===== src/rtl/mem_arbiter.sv =====
// Two-requester round-robin arbiter in front of a single-port block RAM.
// Each grant issues exactly one registered command to the RAM; reads return
// through the shared rdata bus with a per-requester rvalid pulse.
module mem_arbiter #(
    parameter int ADDR_WIDTH = 8,
    parameter int DATA_WIDTH = 16
) (
    input  logic                  clk,
    input  logic                  a_reset_n,
    input  logic                  req0,
    input  logic                  req1,
    input  logic                  wen0,
    input  logic                  wen1,
    input  logic [ADDR_WIDTH-1:0] addr0,
    input  logic [ADDR_WIDTH-1:0] addr1,
    input  logic [DATA_WIDTH-1:0] wdata0,
    input  logic [DATA_WIDTH-1:0] wdata1,
    output logic                  ack0,
    output logic                  ack1,
    output logic                  rvalid0,
    output logic                  rvalid1,
    output logic [DATA_WIDTH-1:0] rdata,
    output logic                  busy,
    output logic                  mem_wen,
    output logic [ADDR_WIDTH-1:0] mem_addr,
    output logic [DATA_WIDTH-1:0] mem_wdata,
    input  logic [DATA_WIDTH-1:0] mem_rdata
);

    typedef enum logic [1:0] {
        IDLE  = 2'd0,
        ISSUE = 2'd1,
        RESP  = 2'd2
    } state_t;

    state_t state;
    logic   ptr;     // requester favoured when both ask at once
    logic   owner;   // requester being served in ISSUE/RESP
    logic   winner;  // requester that would win if sampled this cycle

    // Round-robin choice: a lone requester always wins, a tie goes to ptr.
    // NOTE: the default assignment first keeps this block purely combinational
    // (no latch) on every path.
    always_comb begin
        winner = 1'b0;
        if (req0 && req1) begin
            winner = ptr;
        end else if (req1) begin
            winner = 1'b1;
        end
    end

    // The RAM returns data straight onto the shared read bus.
    assign rdata = mem_rdata;
    assign busy  = (state != IDLE);

    // Arbitration FSM with registered command, ack and rvalid outputs.
    // NOTE: all state here uses non-blocking assignments so every register
    // samples pre-edge values, regardless of statement order.
    always_ff @(posedge clk or negedge a_reset_n) begin
        if (!a_reset_n) begin
            state     <= IDLE;
            ptr       <= 1'b0;
            owner     <= 1'b0;
            mem_wen   <= 1'b0;
            mem_addr  <= '0;
            mem_wdata <= '0;
            ack0      <= 1'b0;
            ack1      <= 1'b0;
            rvalid0   <= 1'b0;
            rvalid1   <= 1'b0;
        end else begin
            // Acks and rvalids are single-cycle pulses unless set below.
            ack0    <= 1'b0;
            ack1    <= 1'b0;
            rvalid0 <= 1'b0;
            rvalid1 <= 1'b0;
            case (state)
                IDLE: begin
                    mem_wen <= 1'b0;
                    if (req0 || req1) begin
                        owner     <= winner;
                        ptr       <= ~winner;
                        ack0      <= ~winner;
                        ack1      <= winner;
                        mem_wen   <= winner ? wen1   : wen0;
                        mem_addr  <= winner ? addr1  : addr0;
                        mem_wdata <= winner ? wdata1 : wdata0;
                        state     <= ISSUE;
                    end
                end
                ISSUE: begin
                    // Clearing here guarantees a single RAM write per grant.
                    mem_wen <= 1'b0;
                    if (mem_wen) begin
                        state <= IDLE;
                    end else begin
                        rvalid0 <= ~owner;
                        rvalid1 <= owner;
                        state   <= RESP;
                    end
                end
                RESP: begin
                    state <= IDLE;
                end
                default: begin
                    state   <= IDLE;
                    mem_wen <= 1'b0;
                end
            endcase
        end
    end

endmodule


===== config.mk =====
export PLATFORM = sky130hd
export DESIGN_NAME = mem_arbiter
export DESIGN_NICKNAME = d
export VERILOG_FILES = /design/src/rtl/mem_arbiter.sv
export SDC_FILE = /design/constraint.sdc
export NUM_CORES = 1
export LEC_CHECK = 0
export ABC_AREA = 1
export CAP_MARGIN = 10
export CORE_ASPECT_RATIO = 0.75
export CORE_UTILIZATION = 37
export DETAILED_ROUTE_END_ITERATION = 8
export PLACE_DENSITY = 0.81
export SYNTH_ARGS = -nofsm -noshare
export SYNTH_HDL_FRONTEND = slang
export SYNTH_SLANG_ARGS = --single-unit

===== constraint.sdc =====
create_clock -name clk -period 1.3 [get_ports clk]
set_input_delay 0.26 -clock clk [delete_from_list [all_inputs] [get_ports clk]]
set_output_delay 0.26 -clock clk [all_outputs]
set_load 0.01 [all_outputs]

; Word level (Yosys, flattened, before mapping)
; Index checks and enable logic that the tools add are counted.
; W data, S select, Z words.
[classes]
n_eq_ne = 3
n_mux = 18
bitwise = 2
reduce_logical = 5
[ops]
columns = cell, count
row1 = $mux W16, 1
row2 = $mux W1, 12
row3 = $mux W8, 1
row4 = $mux W2, 2
row5 = $pmux W2 S2, 1
row6 = $eq A2 B1 Y1 const B, 1
row7 = $eq A2 B2 Y1 const B, 1
row8 = $logic_not A2 Y1, 1
row9 = $ne A2 B2 Y1 const B, 1
row10 = $not A1 Y1, 2
row11 = $pmux W1 S2, 1
row12 = $reduce_and A2 Y1, 1
row13 = $reduce_bool A2 Y1, 1
row14 = $logic_and A1 B1 Y1, 1
row15 = $logic_or A1 B1 Y1, 1
[totals]
regBits = 33
output_inout_bits = 46
wordCells = 38

; Longest topological paths before layout
; Gate-level depths: netlist of run 1.
[logic_depth]
depth_word = 5
mapped_depth = 7

; Least setup slack after synthesis of run 1
; OpenSTA, ideal clock, no wires.
[synth_path]
kind = register -> register
startpoint = reg state[1]
endpoint = reg mem_addr[0]
setup_time_ps = 118
t_arrival_ps = 1018
t_required_ps = 1182
setup_slack_ps = 165
stages_incl_launch_ff = 8
path_buffers = 1
path_cell_list = dfrtp_1 > inv_1 > nand2_1 > nor2_4 > inv_2 > buf_2 > nand2_1 > nand2_1
[synth_via]
elab_chain_cells = 2
[synth_rtl]
columns = item, line_no
row1 = start: declaration, 36  ; state_t state;
row2 = start signal: assignment, 62  ; state <= IDLE;
row3 = start signal: assignment, 89  ; state <= ISSUE;
row4 = start signal: assignment, 96  ; state <= IDLE;
row5 = $logic_not A2 Y1, 78  ; case (state)
row6 = $reduce_and A2 Y1 (no line), n/a
row7 = end signal: assignment, 87  ; mem_addr <= winner ? addr1 : addr0;
row8 = end: declaration, 25  ; output logic [ADDR_WIDTH-1:0] mem_addr,
; No other way between the ends.
; A chain may end at the register's enable or synchronous reset.

; Final worst setup path of run 1
[layout_path]
startpoint = reg mem_wdata[6]
endpoint = out mem_wdata[6]
[layout_lines]
columns = item, line_no
row1 = start: declaration, 26  ; output logic [DATA_WIDTH-1:0] mem_wdata,
row2 = start signal: assignment, 88  ; mem_wdata <= winner ? wdata1 : wdata0;
; No word-level cell between the ends.

==> flow_summary.yaml, run 1 <==
setup_path:
  reg2regPathDepth: 7
  cp-startpoint: "mem_wdata[6]"
  critPathKind: "reg2out"
  crit_path_end_kind: "output port"
  r2r_start: "state[1]"
  r2r-end: "owner"
  endpoint: "mem_wdata[6]"
  cp_num_buf_inv: 1
  worstSetupPathDepth: 1
  cp-start-kind: "flop"
  crit_family: "flip-flops"
  regToRegSetupSlack_ps: 130
  crit_chain: "dlygate4sd2_1"
  worstPathMaxFanout: 2
  max_stage_delay_ps: 400
  crit_path_top_delay_cell: "dfrtp_1"
  critPathRequiredTime_ps: 1040
  arrival_ps: 970
timing:
  maxSlewHeadroom: 0.7610
  maxSlewViolCount: 0
  skew_ps: 1.849
  timing.final.crit_period_ps: 1225
  rsz0062_at_grt: "false"
  setup_ws_ps: 75.00
  hold_viol_final: 0
  fin_crit_sh: 0.9423
  fmax_mhz: 816.3
  setup_viol: 0
  worst_pin_slew_ps: 358.5
yosys:
  ys_warn_count: 0
  yosys.cell_types.count: 16
  syn_nets: 325
  ys_ff_latch: 33
  synth_area_um2: 1844
  ys_seq_area_frac: 0.4478
  yosys.area.top_type_share: 0.4478
  synth.largest_area_cell: "dfrtp_1"
  synthTopCellsByArea: "dfrtp_1 45%, nand2_1 16%, nand3_1 14%"
  synthCells: 255
  synth.avg_cell_area_um2: 7.232
global_routing:
  grt_max_degree: 25
  grt_pass1_vias: 1652
  grt_usage: 0.1872
  grt_overflow: 0
  grt_pass1_wl_um: 7783
  antenna_found_initial: 0
finish:
  layout.cells.most_common_list: "75 x nand2_1, 52 x clkdlybuf4s50_1, 51 x inv_1, 51 x nand3_1, 33 x dfrtp_1"
  final_common_cell: "nand2_1"
  final_util: 0.5933
  drive_gt1_frac: 0.09668
  n_antenna_cell: 0
  nFillCells: 435
  design_area_um2: 2744
  syn_to_final_growth_pct: 48.78
  finalNetCount: 402
place:
  postPlaceCellArea_um2: 2691
  pre_cts_slack_ps: -231.8
  dp_hpwl_um: 3475
  io_buffers: 83
  place_congestion: 0.8062
floorplanning:
  die_h_um: 63.14
  die_w_um: 83.53
  ioPinCount: 116
  dieArea_um2: 5274
  initial_utilization: 0.3988
  row_count: 21
  core_area_um2: 4624
clocking:
  h-tree-depth: 2
  numCtsBuffers: 5
  root_buffer: "clkbuf_8"
  post-cts-setup-buffer-count: 0
  clk_path_buf_depth: 2
  clock_sink_count: 33
  insertion_delay_ps: 280
  clk_pin_slew_ps: 60
  cts_tree: "built"
routing:
  dr.pass1.iters: 4
  viasPerCell: 4.518
  drc: 0
  drt_iter0_markers: 53
  vias: 1753
  postRouteAntennaNets: 0
  wirelength_um: 4613
  wl_per_cell_um: 11.89
power_and_ir_drop:
  finalPower_mw: 5.022
  p_leak_nw: 1.555
  power_density_nw_per_um2: 1830
  vdd_drop_max_mv: 1.112
outcome:
  outcome: "finished clean"
worst_hold_path:
  worstHoldPathType: "in2async"
flow_run:
  cap_violations: 0
[sequential cells by signal, summed over array words and instances, names as in the netlist]
register and cells:
ack0 1, ack1 1, mem_addr 8, mem_wdata 16
mem_wen 1, owner 1, ptr 1, rvalid0 1
rvalid1 1, state 2
[synthesized netlist by cell type]
cell and count:
buf_1 1, buf_2 4, buf_4 20, buf_6 2, clkbuf_1 1, dfrtp_1 33
inv_1 54, inv_2 1, nand2_1 77, nand2_2 2, nand3_1 51, nor2_1 4
nor2_4 2, nor3_1 1, nor3b_1 1, o21ai_0 1
[how the worst min path moves through the flow]
stage / to / start / depth (start not counted) / slack, ps
2_1_floorplan: ack0 / a_reset_n / 0 / -40
3_3_place_gp: mem_addr[7] / a_reset_n / 1 / 190
3_5_place_dp: mem_addr[7] / a_reset_n / 1 / 190
4_1_cts: mem_addr[7] / a_reset_n / 2 / 440
5_1_grt: mem_addr[7] / a_reset_n / 2 / 460
6_report: mem_addr[7] / a_reset_n / 2 / 450
[per-stage QoR]
stage | std cells | setup TNS, ps | hold slack, ps
after global placement | 382 | -5339 | 188.5
after detailed placement | 382 | -6182 | 188.7
final | 388 | 0 | 446.0
after floorplan | 255 | 0 | -35.59
after CTS | 389 | 0 | 442.4
after global routing | 388 | 0 | 464.6
[area by class of cell]
class | count | area, µm² | share of cell area
clock buffer | 5 | 68.82 | 0.02508
clock inverter | 1 | 5.005 | 0.001824
inverter | 55 | 211.5 | 0.07706
multi-input combinational | 139 | 616.8 | 0.2248
sequential | 33 | 825.8 | 0.3010
tap | 57 | 71.32 | 0.02599
timing repair buffer | 98 | 944.7 | 0.3443
[cell families after synthesis]
family,Yosys count,share of synthesized area
and+or+nand+nor,138,0.3290
buffers and inverters,83,0.2205
DFF,33,0.4478
AOI/OAI and AO/OA,1,0.002711
[what timing repair did]
item,CTS,global route
hold endpoints to repair,14,0
pin swaps,0,1
setup endpoints to repair,30,27
resized for setup,33,10
hold buffers,1,0
[power breakdown]
group	total, mW	internal, mW	leakage, nW	switching (mW)
registers	1.81	1.54	0.405	0.268
clock network	0.684	0.351	0.0399	0.333
logic	2.53	1.16	1.11	1.37
[per-layer routing]
layer  track usage  share of wire  vias up  routed length (µm)
met4       0.05297         0.0087        0                  40
met5             0              0        -                   0
met3       0.05242          0.089        5                 409
li1              -              -      894                   -
met2        0.3053           0.45       70                2084
met1        0.2454           0.45      784                2079
(Power assumes the default switching activity.)
==> run 2: changes to the inputs <==
Settings changed: CORE_UTILIZATION 37 to 38, CTS_BUF_LIST from default to sky130_fd_sc_hd__clkbuf_4 sky130_fd_sc_hd__clkbuf_8, PLACE_DENSITY 0.81 to 0.83.
==> flow_summary.yaml, run 2 (synthesis gave the netlist of run 1 again) <==
global_routing:
  antenna_found_initial: 0
  grt_usage: 0.1991
  grt_pass1_vias: 1650
  grt_pass1_wl_um: 7707
  grt_max_degree: 34
  grt_overflow: 0
routing:
  wirelength_um: 4880
  dr.pass1.iters: 4
  wl_per_cell_um: 12.42
  viasPerCell: 4.593
  drt_iter0_markers: 67
  drc: 0
  vias: 1805
  postRouteAntennaNets: 0
setup_path:
  cp-start-kind: "flop"
  arrival_ps: 1450
  crit_path_end_kind: "flop"
  cp-startpoint: "state[0]"
  endpoint: "owner"
  reg2regPathDepth: 9
  worstPathMaxFanout: 7
  critPathRequiredTime_ps: 1480
  critPathKind: "reg2reg"
  r2r-end: "owner"
  r2r_start: "state[0]"
  regToRegSetupSlack_ps: 30
power_and_ir_drop:
  intPower_mw: 3.337
  p_sw_frac: 0.3870
  vdd_drop_max_mv: 1.119
  clkPwrFrac: 0.137
  seq_power_share: 0.329
  power_density_nw_per_um2: 1910
  finalPower_mw: 5.443
  p_leak_nw: 1.621
  p_switching_mw: 2.106
  p_comb_frac: 0.534
finish:
  layout.cells.most_common_list: "74 x nand2_1, 51 x inv_1, 50 x nand3_1, 50 x clkdlybuf4s50_1, 33 x dfrtp_1"
  top_regs: "mem_wdata x16, mem_addr x8, state x2"
  largest_reg_flops: 16
  syn_to_final_growth_pct: 54.48
  final_cells: 393
  drive_gt1_frac: 0.1161
  final_util: 0.6232
  max_flop_register: "mem_wdata"
  nFillCells: 393
  finalNetCount: 405
  n_antenna_cell: 0
  final_common_cell: "nand2_1"
place:
  dp_hpwl_um: 3610
  io_buffers: 83
  dp.cells: 381
  place_congestion: 0.8191
floorplanning:
  die_h_um: 62.33
  dieArea_um2: 5139
  ioPinCount: 116
  die_w_um: 82.45
  initial_utilization: 0.4034
  core_area_um2: 4572
  row_count: 21
timing:
  timing.final.crit_period_ps: 1273
  skew_ps: 8.683
  fin_crit_sh: 0.9791
  tns_ps: 0
  fmax_mhz: 785.7
  hold_viol_final: 0
  setup_viol: 0
  worst_pin_slew_ps: 231.2
  rsz0062_at_grt: "true"
  maxSlewHeadroom: 0.8456
  maxSlewViolCount: 0
clocking:
  clock_sink_count: 33
  insertion_delay_ps: 280
  numCtsBuffers: 5
  clk_pin_slew_ps: 70
  h-tree-depth: 2
  clk_path_buf_depth: 2
  cts_tree: "built"
  root_buffer: "clkbuf_8"
outcome:
  outcome: "finished clean"
worst_hold_path:
  worstHoldPathType: "in2async"
flow_run:
  cap_violations: 0
==> run 2: worst min-delay path by stage <==
stage | to | slack, ps | cells past startpoint
final | mem_wdata[11] | 470 | 3
after CTS | mem_addr[6] | 480 | 2
after global placement | mem_addr[7] | 230 | 2
after global routing | mem_wdata[7] | 480 | 3
after floorplan | ack0 | -40 | 0
after detailed placement | mem_wdata[12] | 230 | 2
==> run 2: critical path, cell delays in order (launching register included) <==
cell	delay [ps]
dfrtp_1	400
inv_2	70
nand2_2	60
buf_6	120
nor2_4	120
buf_12	140
buf_8	120
nand2_4	50
inv_2	50
nor2_1	30
==> run 2: power by group through the flow <==
stage                     Combinational (mW)  Sequential (mW)  Clock (mW)
final                                   2.91             1.79       0.744
after global routing                    3.21             1.85       0.811
after global placement                  2.78             1.82           0
after CTS                               2.62             1.79       0.760
after floorplan                         1.22             2.00           0
after detailed placement                2.88             1.81           0
==> run 2: timing repair <==
action,4_1_cts,5_1_grt
pin swaps,0,4
gates resized for setup,35,16
hold buffers,1,0
setup buffers,0,2
cloned,0,1
hold endpoints to repair,33,0
setup endpoints to repair,54,27
==> run 2: metrics by stage <==
stage | setup WS [ps] | hold WS [ps] | cell area [µm²]
floorplan | 164.7 | -35.59 | 1844
detailed placement | -319.1 | 233.3 | 2684
global route | -20.23 | 484.5 | 2849
finish | 27.19 | 473.6 | 2849
CTS | -7.660 | 478.5 | 2754
global placement | -198.3 | 234.8 | 2684
==> run 2: routing by layer <==
layer / share of wire / GRT usage
met1: 0.42 / 0.2498
met2: 0.48 / 0.3213
met3: 0.093 / 0.06471
met4: 0.010 / 0.06140
met5: 0 / 0
==> run 2: cell type report <==
type / count / area (µm²) / share of cell area
Multi-Input combinational cell: 139 / 636.9 / 0.2235
Timing Repair Buffer: 101 / 1017 / 0.3571
Clock inverter: 2 / 10.01 / 0.003513
Sequential cell: 33 / 825.8 / 0.2899
Tap cell: 57 / 71.32 / 0.02503
Clock buffer: 6 / 76.32 / 0.02679
Inverter: 55 / 211.5 / 0.07422
==> run 3: changes to the inputs <==
Settings changed: CORE_ASPECT_RATIO 0.75 to default.
==> flow_summary.yaml, run 3 (synthesis gave the netlist of run 1 again) <==
finish:
  top_regs: "mem_wdata x16, mem_addr x8, state x2"
  drive_gt1_frac: 0.09940
  nFillCells: 407
  largest_reg_flops: 16
  design_area_um2: 2768
  n_antenna_cell: 0
  layout.cells.most_common_list: "75 x nand2_1, 52 x inv_1, 51 x nand3_1"
  final_util: 0.6144
  final_common_cell: "nand2_1"
  max_flop_register: "mem_wdata"
  finalNetCount: 401
  syn_to_final_growth_pct: 50.07
clocking:
  cts_tree: "built"
  numCtsBuffers: 5
  clk_path_buf_depth: 2
  clk_pin_slew_ps: 60
  insertion_delay_ps: 270
  root_buffer: "clkbuf_8"
  h-tree-depth: 2
  cts_hold_buf: 0
  clock_sink_count: 33
power_and_ir_drop:
  power_density_nw_per_um2: 1926
  vdd_drop_max_mv: 1.130
  finalPower_mw: 5.331
  p_leak_nw: 1.589
floorplanning:
  core_area_um2: 4504
  die_w_um: 71.67
  row_count: 24
  ioPinCount: 116
  initial_utilization: 0.4094
  dieArea_um2: 5136
  die_h_um: 71.67
setup_path:
  crit_path_end_kind: "flop"
  cp_num_buf_inv: 4
  critPathRequiredTime_ps: 1500
  crit_family: "buffers and inverters"
  critPathKind: "reg2reg"
  crit_path_top_delay_cell: "dfrtp_1"
  worstPathMaxFanout: 13
  max_stage_delay_ps: 400
  cp-start-kind: "flop"
  arrival_ps: 1480
  crit_chain: "inv_2 > nand2_2 > buf_6 > nor2_4 > buf_12 > buf_8 > nand3_1 > nand2_1"
routing:
  wl_per_cell_um: 11.93
  viasPerCell: 4.552
  dr.pass1.iters: 4
  drc: 0
  drt_iter0_markers: 104
  vias: 1748
  wirelength_um: 4582
  postRouteAntennaNets: 0
place:
  dp_hpwl_um: 3268
  pre_cts_slack_ps: -251.5
  postPlaceCellArea_um2: 2635
  io_buffers: 83
  place_congestion: 0.7277
timing:
  setup_ws_ps: 27.13
  tns_ps: 0
  timing.final.crit_period_ps: 1273
  setup_viol: 0
  maxSlewHeadroom: 0.7236
  skew_ps: 2.505
  hold_viol_final: 0
  fmax_mhz: 785.6
  fin_crit_sh: 0.9791
  maxSlewViolCount: 0
  worst_pin_slew_ps: 414.5
global_routing:
  antenna_found_initial: 0
  grt_overflow: 0
  grt_max_degree: 34
  grt_usage: 0.1884
  grt_pass1_wl_um: 7624
  grt_pass1_vias: 1671
worst_hold_path:
  worstHoldPathType: "in2async"
outcome:
  outcome: "finished clean"
flow_run:
  cap_violations: 0
==> run 3: cell types whose count changed in the layout (fill, tap and decap cells not counted), sizes merged <==
cell         change
buf              -3
clkbuf           +2
clkinv           -2
dlygate4sd3      -1
==> run 3: metal layers <==
| metal | vias up | global-route usage | routed length, µm |
|---|---|---|---|
| met5 | - | 0 | 0 |
| met1 | 798 | 0.2448 | 1987 |
| met4 | 0 | 0.03704 | 14 |
| met2 | 54 | 0.3208 | 2327 |
| met3 | 2 | 0.04641 | 252 |
| li1 | 894 | - | - |
==> run 3: final timing paths <==
path / start / endpoint / slack [ps] / depth (start not counted)
worst max register to register: state[1] / mem_wdata[6] / 30 / 8
worst min-delay path: a_reset_n / mem_wdata[8] / 10 / 2
worst max-delay path: state[1] / mem_wdata[6] / 30 / 8
max in group asynchronous: a_reset_n / ack0 / 990 / 2
min in group clk: owner / rvalid0 / 450 / 1
worst min register to register: owner / rvalid0 / 450 / 1
==> run 3: what timing repair did <==
| action | CTS | global route |
|---|---|---|
| pin swaps | 0 | 1 |
| endpoints found under the hold margin | 0 | 0 |
| gates resized for setup | 31 | 20 |
| gates cloned | 0 | 1 |
| setup endpoints to repair | 30 | 25 |
| setup buffers | 0 | 3 |
==> run 3: report_power, final <==
part | switching, mW | total, mW | internal [mW] | leakage, nW
Clock | 0.326 | 0.768 | 0.442 | 0.0498
Combinational | 1.45 | 2.77 | 1.31 | 1.13
Sequential | 0.260 | 1.80 | 1.54 | 0.405
Total | 2.04 | 5.33 | 3.29 | 1.59
==> run 3: layout make-up <==
cell class,instances,area [µm²],area share
clock buffer,8,91.34,0.03300
inverter,55,214.0,0.07731
multi-input combinational,139,616.8,0.2229
sequential,33,825.8,0.2984
tap,52,65.06,0.02351
timing repair buffer,97,954.7,0.3449
==> run 3: per-stage QoR <==
step / cells / hold WS (ps)
finish: 384 / 9.701
global route: 384 / 34.82
CTS: 380 / 22.76
detailed placement: 372 / 307.8
global placement: 372 / 302.0
floorplan: 255 / -35.59
